File: src/rtl/decoder_pkg.sv
// decoder_pkg
// Shared types and default parameter values for the receive decoder sample
// sequencer (decoder_sample_ctrl and its sample_period_timer).
package decoder_pkg;

  // Sequencer states: idle, conversion in flight, waiting for the next period
  // tick, and latched fault (overrun) awaiting a stop.
  typedef enum logic [1:0] {
    IDLE = 2'd0,
    CONV = 2'd1,
    HOLD = 2'd2,
    ERR  = 2'd3
  } samp_state_t;

  localparam int DEF_DIV_W   = 8;
  localparam int DEF_MIN_DIV = 4;
  localparam int DEF_WARMUP  = 16;
  localparam int DEF_CNT_W   = 16;

endpackage

File: src/rtl/decoder_sample_ctrl_timer.sv
// sample_period_timer
// Free-running modulo-div counter that marks the last cycle of each sample
// period. restart forces the count to 0 for the next cycle; the count only
// advances while enabled.
// Ports:
//   clk, rst_n : clock, asynchronous active-low reset
//   restart    : force count to 0 at the next edge (wins over enable)
//   enable     : count while high
//   div        : period length in cycles (caller guarantees div >= 1)
//   tick       : high while enabled and count == div-1
module sample_period_timer #(
  parameter int DIV_W = 8
) (
  input  logic             clk,
  input  logic             rst_n,
  input  logic             restart,
  input  logic             enable,
  input  logic [DIV_W-1:0] div,
  output logic             tick
);

  logic [DIV_W-1:0] count;

  assign tick = enable && (count == div - DIV_W'(1));

  always_ff @(posedge clk or negedge rst_n) begin
    if (!rst_n) begin
      count <= '0;
    end else if (restart) begin
      count <= '0;
    end else if (enable) begin
      count <= tick ? '0 : count + DIV_W'(1);
    end
  end

endmodule

File: src/rtl/decoder_sample_ctrl.sv
// decoder_sample_ctrl
// Sequences the receive decoder datapath: issues ADC start-of-conversion
// pulses every div cycles, forwards qualified end-of-conversion as the
// decoder sample strobe, masks FIR warm-up outputs and flags overrun and
// spurious-EOC faults.
// Ports:
//   i_clk, i_rst_n     : clock, asynchronous active-low reset
//   i_start, i_stop    : begin sampling (IDLE only) / abort from any state
//   i_cfg_div          : sample period, latched (clamped to MIN_DIV) on start
//   o_adc_soc          : 1-cycle ADC start-of-conversion pulse
//   i_adc_eoc          : ADC end-of-conversion pulse
//   o_dec_eoc          : registered sample strobe to decoder_top
//   i_postfilter_ready : decoder_top postfilter output strobe
//   o_bb_valid         : postfilter_ready once the FIR has warmed up
//   o_busy             : sequencer not idle
//   o_overrun          : sticky, period elapsed before EOC
//   o_spurious         : sticky, EOC while waiting for the period tick
//   o_sample_cnt       : forwarded samples since start (saturating)
module decoder_sample_ctrl
  import decoder_pkg::*;
#(
  parameter int DIV_W   = DEF_DIV_W,
  parameter int MIN_DIV = DEF_MIN_DIV,
  parameter int WARMUP  = DEF_WARMUP,
  parameter int CNT_W   = DEF_CNT_W
) (
  input  logic             i_clk,
  input  logic             i_rst_n,
  input  logic             i_start,
  input  logic             i_stop,
  input  logic [DIV_W-1:0] i_cfg_div,
  output logic             o_adc_soc,
  input  logic             i_adc_eoc,
  output logic             o_dec_eoc,
  input  logic             i_postfilter_ready,
  output logic             o_bb_valid,
  output logic             o_busy,
  output logic             o_overrun,
  output logic             o_spurious,
  output logic [CNT_W-1:0] o_sample_cnt
);

  localparam int WARM_W = $clog2(WARMUP + 1);

  samp_state_t      state, state_next;
  logic [DIV_W-1:0] div_q;
  logic [WARM_W-1:0] warm_cnt;
  logic             tick, running, warm;
  logic             soc_next, dec_eoc_next, start_acc, cnt_inc, set_overrun, set_spurious;

  assign running    = (state == CONV) || (state == HOLD);
  assign warm       = (warm_cnt >= WARM_W'(WARMUP));
  assign o_busy     = (state != IDLE);
  assign o_bb_valid = i_postfilter_ready && warm && running;

  sample_period_timer #(.DIV_W(DIV_W)) u_timer (
    .clk     (i_clk),
    .rst_n   (i_rst_n),
    .restart (start_acc),
    .enable  (running),
    .div     (div_q),
    .tick    (tick)
  );

  always_ff @(posedge i_clk or negedge i_rst_n) begin
    if (!i_rst_n) begin
      state <= IDLE;
    end else begin
      state <= state_next;
    end
  end

  // Stop beats everything, including an EOC or tick in the same cycle, so an
  // abandoned conversion never produces a strobe or a fault.
  // An EOC coinciding with the period tick is treated as on time.
  always_comb begin
    state_next   = state;
    soc_next     = 1'b0;
    dec_eoc_next = 1'b0;
    start_acc    = 1'b0;
    cnt_inc      = 1'b0;
    set_overrun  = 1'b0;
    set_spurious = 1'b0;
    if (i_stop) begin
      state_next = IDLE;
    end else begin
      unique case (state)
        IDLE: begin
          if (i_start) begin
            state_next = CONV;
            soc_next   = 1'b1;
            start_acc  = 1'b1;
          end
        end
        CONV: begin
          if (i_adc_eoc) begin
            state_next   = HOLD;
            dec_eoc_next = 1'b1;
            cnt_inc      = 1'b1;
          end else if (tick) begin
            state_next  = ERR;
            set_overrun = 1'b1;
          end
        end
        HOLD: begin
          if (i_adc_eoc) begin
            set_spurious = 1'b1;
          end
          if (tick) begin
            state_next = CONV;
            soc_next   = 1'b1;
          end
        end
        ERR: begin
          state_next = ERR;
        end
        default: state_next = IDLE;
      endcase
    end
  end

  // Registered pulses, latched period, counters and sticky flags. All are
  // cleared on an accepted start and otherwise hold across a stop.
  always_ff @(posedge i_clk or negedge i_rst_n) begin
    if (!i_rst_n) begin
      o_adc_soc    <= 1'b0;
      o_dec_eoc    <= 1'b0;
      div_q        <= DIV_W'(MIN_DIV);
      o_sample_cnt <= '0;
      o_overrun    <= 1'b0;
      o_spurious   <= 1'b0;
      warm_cnt     <= '0;
    end else begin
      o_adc_soc <= soc_next;
      o_dec_eoc <= dec_eoc_next;
      if (start_acc) begin
        div_q        <= (i_cfg_div < DIV_W'(MIN_DIV)) ? DIV_W'(MIN_DIV) : i_cfg_div;
        o_sample_cnt <= '0;
        o_overrun    <= 1'b0;
        o_spurious   <= 1'b0;
        warm_cnt     <= '0;
      end else begin
        if (cnt_inc && (o_sample_cnt != {CNT_W{1'b1}})) begin
          o_sample_cnt <= o_sample_cnt + CNT_W'(1);
        end
        if (set_overrun) begin
          o_overrun <= 1'b1;
        end
        if (set_spurious) begin
          o_spurious <= 1'b1;
        end
        if (o_busy && i_postfilter_ready && !warm) begin
          warm_cnt <= warm_cnt + WARM_W'(1);
        end
      end
    end
  end

endmodule

File: config.mk
export PLATFORM = sky130hd
export DESIGN_NAME = decoder_sample_ctrl
export DESIGN_NICKNAME = d
export VERILOG_FILES = /design/src/rtl/decoder_pkg.sv /design/src/rtl/decoder_sample_ctrl_timer.sv /design/src/rtl/decoder_sample_ctrl.sv
export SDC_FILE = /design/constraint.sdc
export NUM_CORES = 1
export LEC_CHECK = 0
export BUFFER_PORTS_ARGS = -buffer_cell sky130_fd_sc_hd__buf_4
export CORE_ASPECT_RATIO = 0.5
export CORE_MARGIN = 4
export CORE_UTILIZATION = 51
export CTS_CLUSTER_DIAMETER = 40
export CTS_CLUSTER_SIZE = 40
export DETAILED_ROUTE_END_ITERATION = 10
export PLACE_DENSITY_LB_ADDON = 0.12
export SYNTH_ARGS = -nofsm -noshare
export SYNTH_HDL_FRONTEND = slang
export SYNTH_SLANG_ARGS = --single-unit
File: constraint.sdc
create_clock -name i_clk -period 2.19 [get_ports i_clk]
set_input_delay 0.219 -clock i_clk [delete_from_list [all_inputs] [get_ports i_clk]]
set_output_delay 0.219 -clock i_clk [all_outputs]
set_load 0.02 [all_outputs]
==> results of run 1 <==
[placed cells by master, fill, tap and decap left out, types with 3 or more instances in the layout]
master	netlist	routed
buf_4	0	58
dfrtp_1	42	42
nor2_1	31	29
nand2_1	27	26
xor2_1	14	14
inv_1	14	12
xnor2_1	12	12
nand3_1	12	11
o21ai_0	10	10
a21oi_1	12	10
nor3_1	9	8
ha_1	9	8
clkbuf_8	0	7
nand4_1	6	6
or3_1	5	5
nand2b_1	4	4
and3_1	3	3
nand3b_1	3	3
[worst max-delay path: stages, from the launching register on]
cell and delay, ns:
dfrtp_1 0.41, inv_2 0.09, ha_4 0.13, or3b_4 0.37, or4_4 0.43, a211oi_4 0.25, o311ai_4 0.17, and2_4 0.18
a211o_1 0.27
[cell type report]
cell class                 instances  area, sq um
fill                             353         1370
tap                               57         71.3
inverter                          14         52.6
sequential                        43         1080
multi-input combinational        190         1290
clock buffer                       8          100
timing repair buffer              62          488
[sequential cells by signal, indices dropped and copies added (netlist names)]
signal,cells
div_q,8
o_adc_soc,1
o_dec_eoc,1
o_overrun,1
o_sample_cnt,16
o_spurious,1
state,2
u_timer.count,8
warm_cnt,5
[power breakdown]
group	switching, mW	internal, mW
Clock	0.261	0.288
Sequential	0.175	0.966
Combinational	0.761	0.717
[metal layers]
metal	vias to the layer above	global-route usage, %	routed length [um]
li1	1005	-	-
met2	30	32.0	2520
met1	967	25.9	2530
met3	8	4.59	176
met4	0	4.73	69
met5	-	0	0
[metrics by stage]
step | TNS, ns | power [mW] | instance area (sq um) | std cells
3_5_place_dp | -1.21 | 2.50 | 2860 | 360
5_1_grt | -2.23 | 3.41 | 3080 | 374
3_3_place_gp | -0.526 | 2.45 | 2860 | 360
2_1_floorplan | -0.311 | 1.95 | 2380 | 255
4_1_cts | -1.41 | 3.12 | 3010 | 372
6_report | -1.53 | 3.17 | 3080 | 374
[cells in the mapped netlist, drive strengths merged (2+ instances only)]
cell	number
a21oi	12
and3	3
clkbuf	7
dfrtp	42
ha	9
inv	14
nand2	27
nand2b	4
nand3	12
nand3b	3
nand4	6
nor2	31
nor3	9
nor4	2
nor4b	2
o211ai	2
o21ai	10
o22ai	3
o31ai	4
or3	5
or4	3
xnor2	12
xor2	14
[cells by family after synthesis]
kind of cell,after synthesis
and+or+nand+nor,114
DFF,43
AOI/OAI and AO/OA,39
xor gates and xnor gates,26
buffers and inverters,22
adders and majority gates,9
muxes,2
[worst max path at each step]
stage	from	to	slack, ns	cells past startpoint
after global routing	div_q[0]	o_overrun	-0.30	9
after global placement	div_q[0]	state[1]	-0.17	8
after CTS	div_q[0]	state[1]	-0.20	8
final	div_q[0]	state[1]	-0.23	8
after floorplan	div_q[0]	state[1]	-0.20	8
after detailed placement	div_q[1]	state[1]	-0.21	8
[what timing repair did]
item,4_1_cts,5_1_grt
hold buffers,1,0
setup endpoints to repair,12,12
gates resized for setup,7,11
setup buffers,3,3
cloned,0,0
pin swaps,1,10
hold endpoints to repair,42,0
==> results.md, run 1 <==
* Yosys top cell area share at 44.2%
* Worst slack, placed at -0.212 ns
* Post-synth EDFFs at 0
* CTS buffer count at 5
* Worst R2R Setup Slack at -0.23 ns
* Mapped Cells at 255
* Max Slew Vio Count at 0
* Latest clock arrival within the worst-skew pair at between 0.2 and 0.3 ns
* Critical path required time at about 2.4 ns
* WS Path Type: register to register
* Total Routed Length at 5290 um
* Synth warn at 0
* Router iterations before antenna repair at 4
* Vias per inst at ~5.4
* # port buffers at 35
* Wire per inst at ~14 um
* Number of global-route vias before repair at just over 2000
* Cell taking the most area after synthesis: dfrtp_1
* Max_cap viols at 0
* End of the worst hold path: div_q[3]
* F_max at between 400 and 500 MHz
* Cell Pwr Density at 1030 nW/um^2
* Startpoint types: register
* Global route overflow at 0
* Final Util at between 60% and 70%
* Adder-cell area share of the yosys netlist at 4.74%
* Vias post-DR at 2010
* Worst-Margin Slew at ~0.55 ns
* Violated checks: setup timing
* Peak VDD IR at around 430 uV
* Core area at around 4400 sq um
* Residual DRC count at 0
* CTS tree: yes
* RSZ-0062 raised after global routing: true
* Critical Path AT at about 2.6 ns
* Cell area after synthesis at around 2400 sq um
* Clock root buffer: clkbuf_8
* Synth Area in XOR/XNOR at a little under a tenth
* Setup ws final at -0.232 ns
* CTS max path bufs at 2
* Die height at 56.3 um
* Clk_skew at 0.00519 ns
* Total track usage at 19.4%
* Pin count of the biggest net entering global routing at 44
* Die width at around 100 um
* ANT cells at 0
* Largest family of logic cells by synthesized area: simple AND/OR/NAND/NOR gates
* Synth Area in Simple Gates at 24.3%
* 1st-iter DRT viols at roughly 130
* Min-delay src: i_cfg_div[3]
* Finish-stage setup viols at 12
* FF-to-FF path depth at 8
* Synth-to-layout area growth at 29.5%
* Initial Util at roughly 53%
* Top FF cell, synth: dfrtp_1
* Synth Area in Compound Gates at 11.7%
* Setup crit end kind: register
* Async set or reset register ratio after synthesis at 100%
* DIE AREA at between 5000 and 6000 sq um
* Worst hold margin at 0.123 ns
* # H-tree levels at 2
* DP HPWL at roughly 3700 um
* Worst r2r dst: state[1]
* Worst min path class: input pin to register
* GPL Wtd Cong at 0.846
* Num ports at 36
* Mux cell area share after synthesis at less than 1%
* LEAKAGE at around 1.4 nW
* Hold Path Cell Cnt at 3
* CP Max Fanout at 4
* Clk sinks at 43
* Nets at 339
* CTS clk-pin slew, worst paths at ~0.08 ns
* Crit share post-route at 111%
* Share of post-route cells with drive strength above 1 at between 20 and 30%
* Worst r2r src: div_q[0]
* Final number of hold-violating endpoints at 0
* Crit path time final at ~2.4 ns
* Register bit total from synthesis at between 40 and 50
* Initial antenna violation count at 0
* Num rows at 17
* Sequential share of the synthesized area at a little under half
* Synth Area per Inst at 9.32 sq um
* Synth Net Count at roughly 280
* Status: finished, violations left
* Global-route wire length before repair at between 9000 and 10000 um
* Top post-synthesis cells by area: dfrtp_1, xor2_1, nor2_1
* Max_slew headroom at 63.2%
* Library cells used by synthesis at 44
* Post-DRT Antenna Nets at 0
No activity file was read; power rests on OpenSTA's default activity.
==> run 2: changes to the inputs <==
- BUFFER_PORTS_ARGS: -buffer_cell sky130_fd_sc_hd__buf_4 -> -buffer_cell sky130_fd_sc_hd__buf_2
==> results.md, run 2 (synthesis gave the netlist of run 1 again) <==
* Crit share post-route at 110%
* Peak VDD IR at 393 uV
* Max_slew headroom at approximately three quarters
* Startpoint types: register
* DIE AREA at a little under 6000 sq um
* CTS tree: yes
* Router iterations before antenna repair at 4
* Total Routed Length at roughly 5200 um
* Cell Pwr Density at roughly 1000 nW/um^2
* Tot Pwr at 3.05 mW
* Vias per inst at between 5 and 6
* Fillers at 368
* RSZ-0062 raised after global routing: true
* Worst R2R Setup Slack at -0.22 ns
* GPL Wtd Cong at 0.825
* Slowest-stage cell, CP: or4_4
* Biggest regs: o_sample_cnt (16), div_q (8), u_timer.count (8)
* Initial Util at 53.4%
* Pin count of the biggest net entering global routing at 22
* FF-to-FF path depth at 8
* Max Slew Vio Count at 0
* Global-route wire length before repair at around 9000 um
* Vias post-DR at just over 2000
* Hold Path Cell Cnt at 3
* DP HPWL at slightly below 4000 um
* Flop pwr share at a little under two fifths
* Placed inst area at 2790 sq um
* Violated checks: setup timing
* Number of global-route vias before repair at roughly 2000
* Core area at 4450 sq um
* F_max at approximately 420 MHz
* Latest clock arrival within the worst-skew pair at 0.30 ns
* CTS max path bufs at 2
* Crit path time final at 2.41 ns
* Num rows at 17
* End of the worst hold path: div_q[6]
* Post-DRT Antenna Nets at 0
* Critical path required time at 2.39 ns
* LEAKAGE at around 1.4 nW
* # H-tree levels at 2
* CTS clk-pin slew, worst paths at 0.09 ns
* Setup crit end kind: register
* Worst r2r dst: state[1]
* 1st-iter DRT viols at roughly 100
* Finish-stage setup viols at 11
* Clk_skew at between 0.01 and 0.015 ns
* CP cell instances: inv_2 > ha_4 > or3b_4 > or4_4 > a211oi_4 > o311ai_4 > and2_4 > a211o_1
* Most common cell after layout, fill and taps aside: dfrtp_1
* CP Max Fanout at 4
* Die height at between 50 and 60 um
* Min-delay src: i_cfg_div[6]
* CTS buffer count at 5
* Cell count after placement at between 300 and 400
* Worst-Margin Slew at about 0.38 ns
* Initial antenna violation count at 0
* ANT cells at 0
* Nets at 340
* Most frequent cells in the layout: dfrtp_1, buf_2, nor2_1
* Final number of hold-violating endpoints at 0
* Residual DRC count at 0
* Clk sinks at between 40 and 50
* CP Buf/Inv Count at 1
* Num ports at 36
* Register Area at around 1100 sq um
* Critical Path AT at ~2.6 ns
* Worst r2r src: div_q[0]
* Largest register FFs at 16
* Most flops, register: o_sample_cnt
* Total track usage at about a fifth
* Psw at around 1.2 mW
* Clock share of power at about 17%
* Worst min path class: input pin to register
* Cell area after layout at just under 3000 sq um
* Setup ws final at -0.218 ns
* Final cell count without fillers at ~380
* CP peak stage delay at around 0.43 ns
* WS Path Type: register to register
* Switching share of power at a little under 40%
* Global route overflow at 0
* Largest delay share family, worst path: simple AND/OR/NAND/NOR gates
* Pint at roughly 1.9 mW
* Wire per inst at about 14 um
* Die width at ~100 um
* # port buffers at 35
* Combinational power share at 46.6%
* Synth-to-layout area growth at 23.5%
* Clock root buffer: clkbuf_8
* Share of post-route cells with drive strength above 1 at between 20% and 30%
* Status: finished, violations left
* Area of the multi-input gates at between 1000 and 1500 sq um
* Max_cap viols at 0
==> run 2: cell count changes in the layout (fill, tap and decap cells not counted), sizes merged <==
cell,delta
buf,+1
==> run 2: worst max-delay path by stage <==
stage	from	end	slack, ns	cells after the start
after CTS	div_q[0]	state[1]	-0.24	8
after floorplan	div_q[0]	state[1]	-0.20	8
after global routing	div_q[0]	state[1]	-0.31	8
after detailed placement	div_q[0]	state[1]	-0.26	8
final	div_q[0]	state[1]	-0.22	8
after global placement	div_q[0]	state[1]	-0.19	8
==> run 2: through the flow <==
stage	util, %	setup WS, ns	TNS [ns]	hold slack (ns)
after floorplan	-	-0.199	-0.311	-0.0766
after global placement	62.7	-0.191	-1.50	0.0772
after detailed placement	62.7	-0.261	-2.38	0.0814
after CTS	66.0	-0.238	-1.54	0.142
after global routing	66.0	-0.307	-2.47	0.155
final	66.0	-0.218	-1.25	0.144
==> run 2: per-layer routing <==
layer	vias to the layer above	part of all wire (%)	GRT usage (%)	wire [um]
li1	1003	-	-	-
met1	982	48	25.3	2520
met4	0	1.3	5.30	68
met2	26	48	31.7	2490
met3	9	3.1	4.25	165
met5	-	0	0	0
==> run 2: power by group through the flow <==
stage / logic (mW) / registers (mW) / clock network, mW
after global placement: 1.28 / 1.14 / 0
after floorplan: 0.810 / 1.14 / 0
after global routing: 1.58 / 1.16 / 0.546
after detailed placement: 1.32 / 1.14 / 0
final: 1.42 / 1.13 / 0.501
after CTS: 1.43 / 1.13 / 0.503
==> run 2: area by class of cell <==
type | instances | area share [%]
Sequential cell | 43 | 36.7
Timing Repair Buffer | 63 | 13.3
Tap cell | 57 | 2.43
Clock buffer | 8 | 2.73
Multi-Input combinational cell | 190 | 43.0
Inverter | 14 | 1.79
==> run 2: what timing repair did <==
action / CTS / global route
hold buffers: 1 / 0
hold endpoints to repair: 7 / 0
setup buffers: 3 / 0
pin swaps: 9 / 5
resized for setup: 12 / 2
setup endpoints to repair: 12 / 12
==> run 2: tightest hold or removal path: stages <==
cell	delay, ns
buf_2	0.09
nand2_1	0.05
nand2_1	0.05
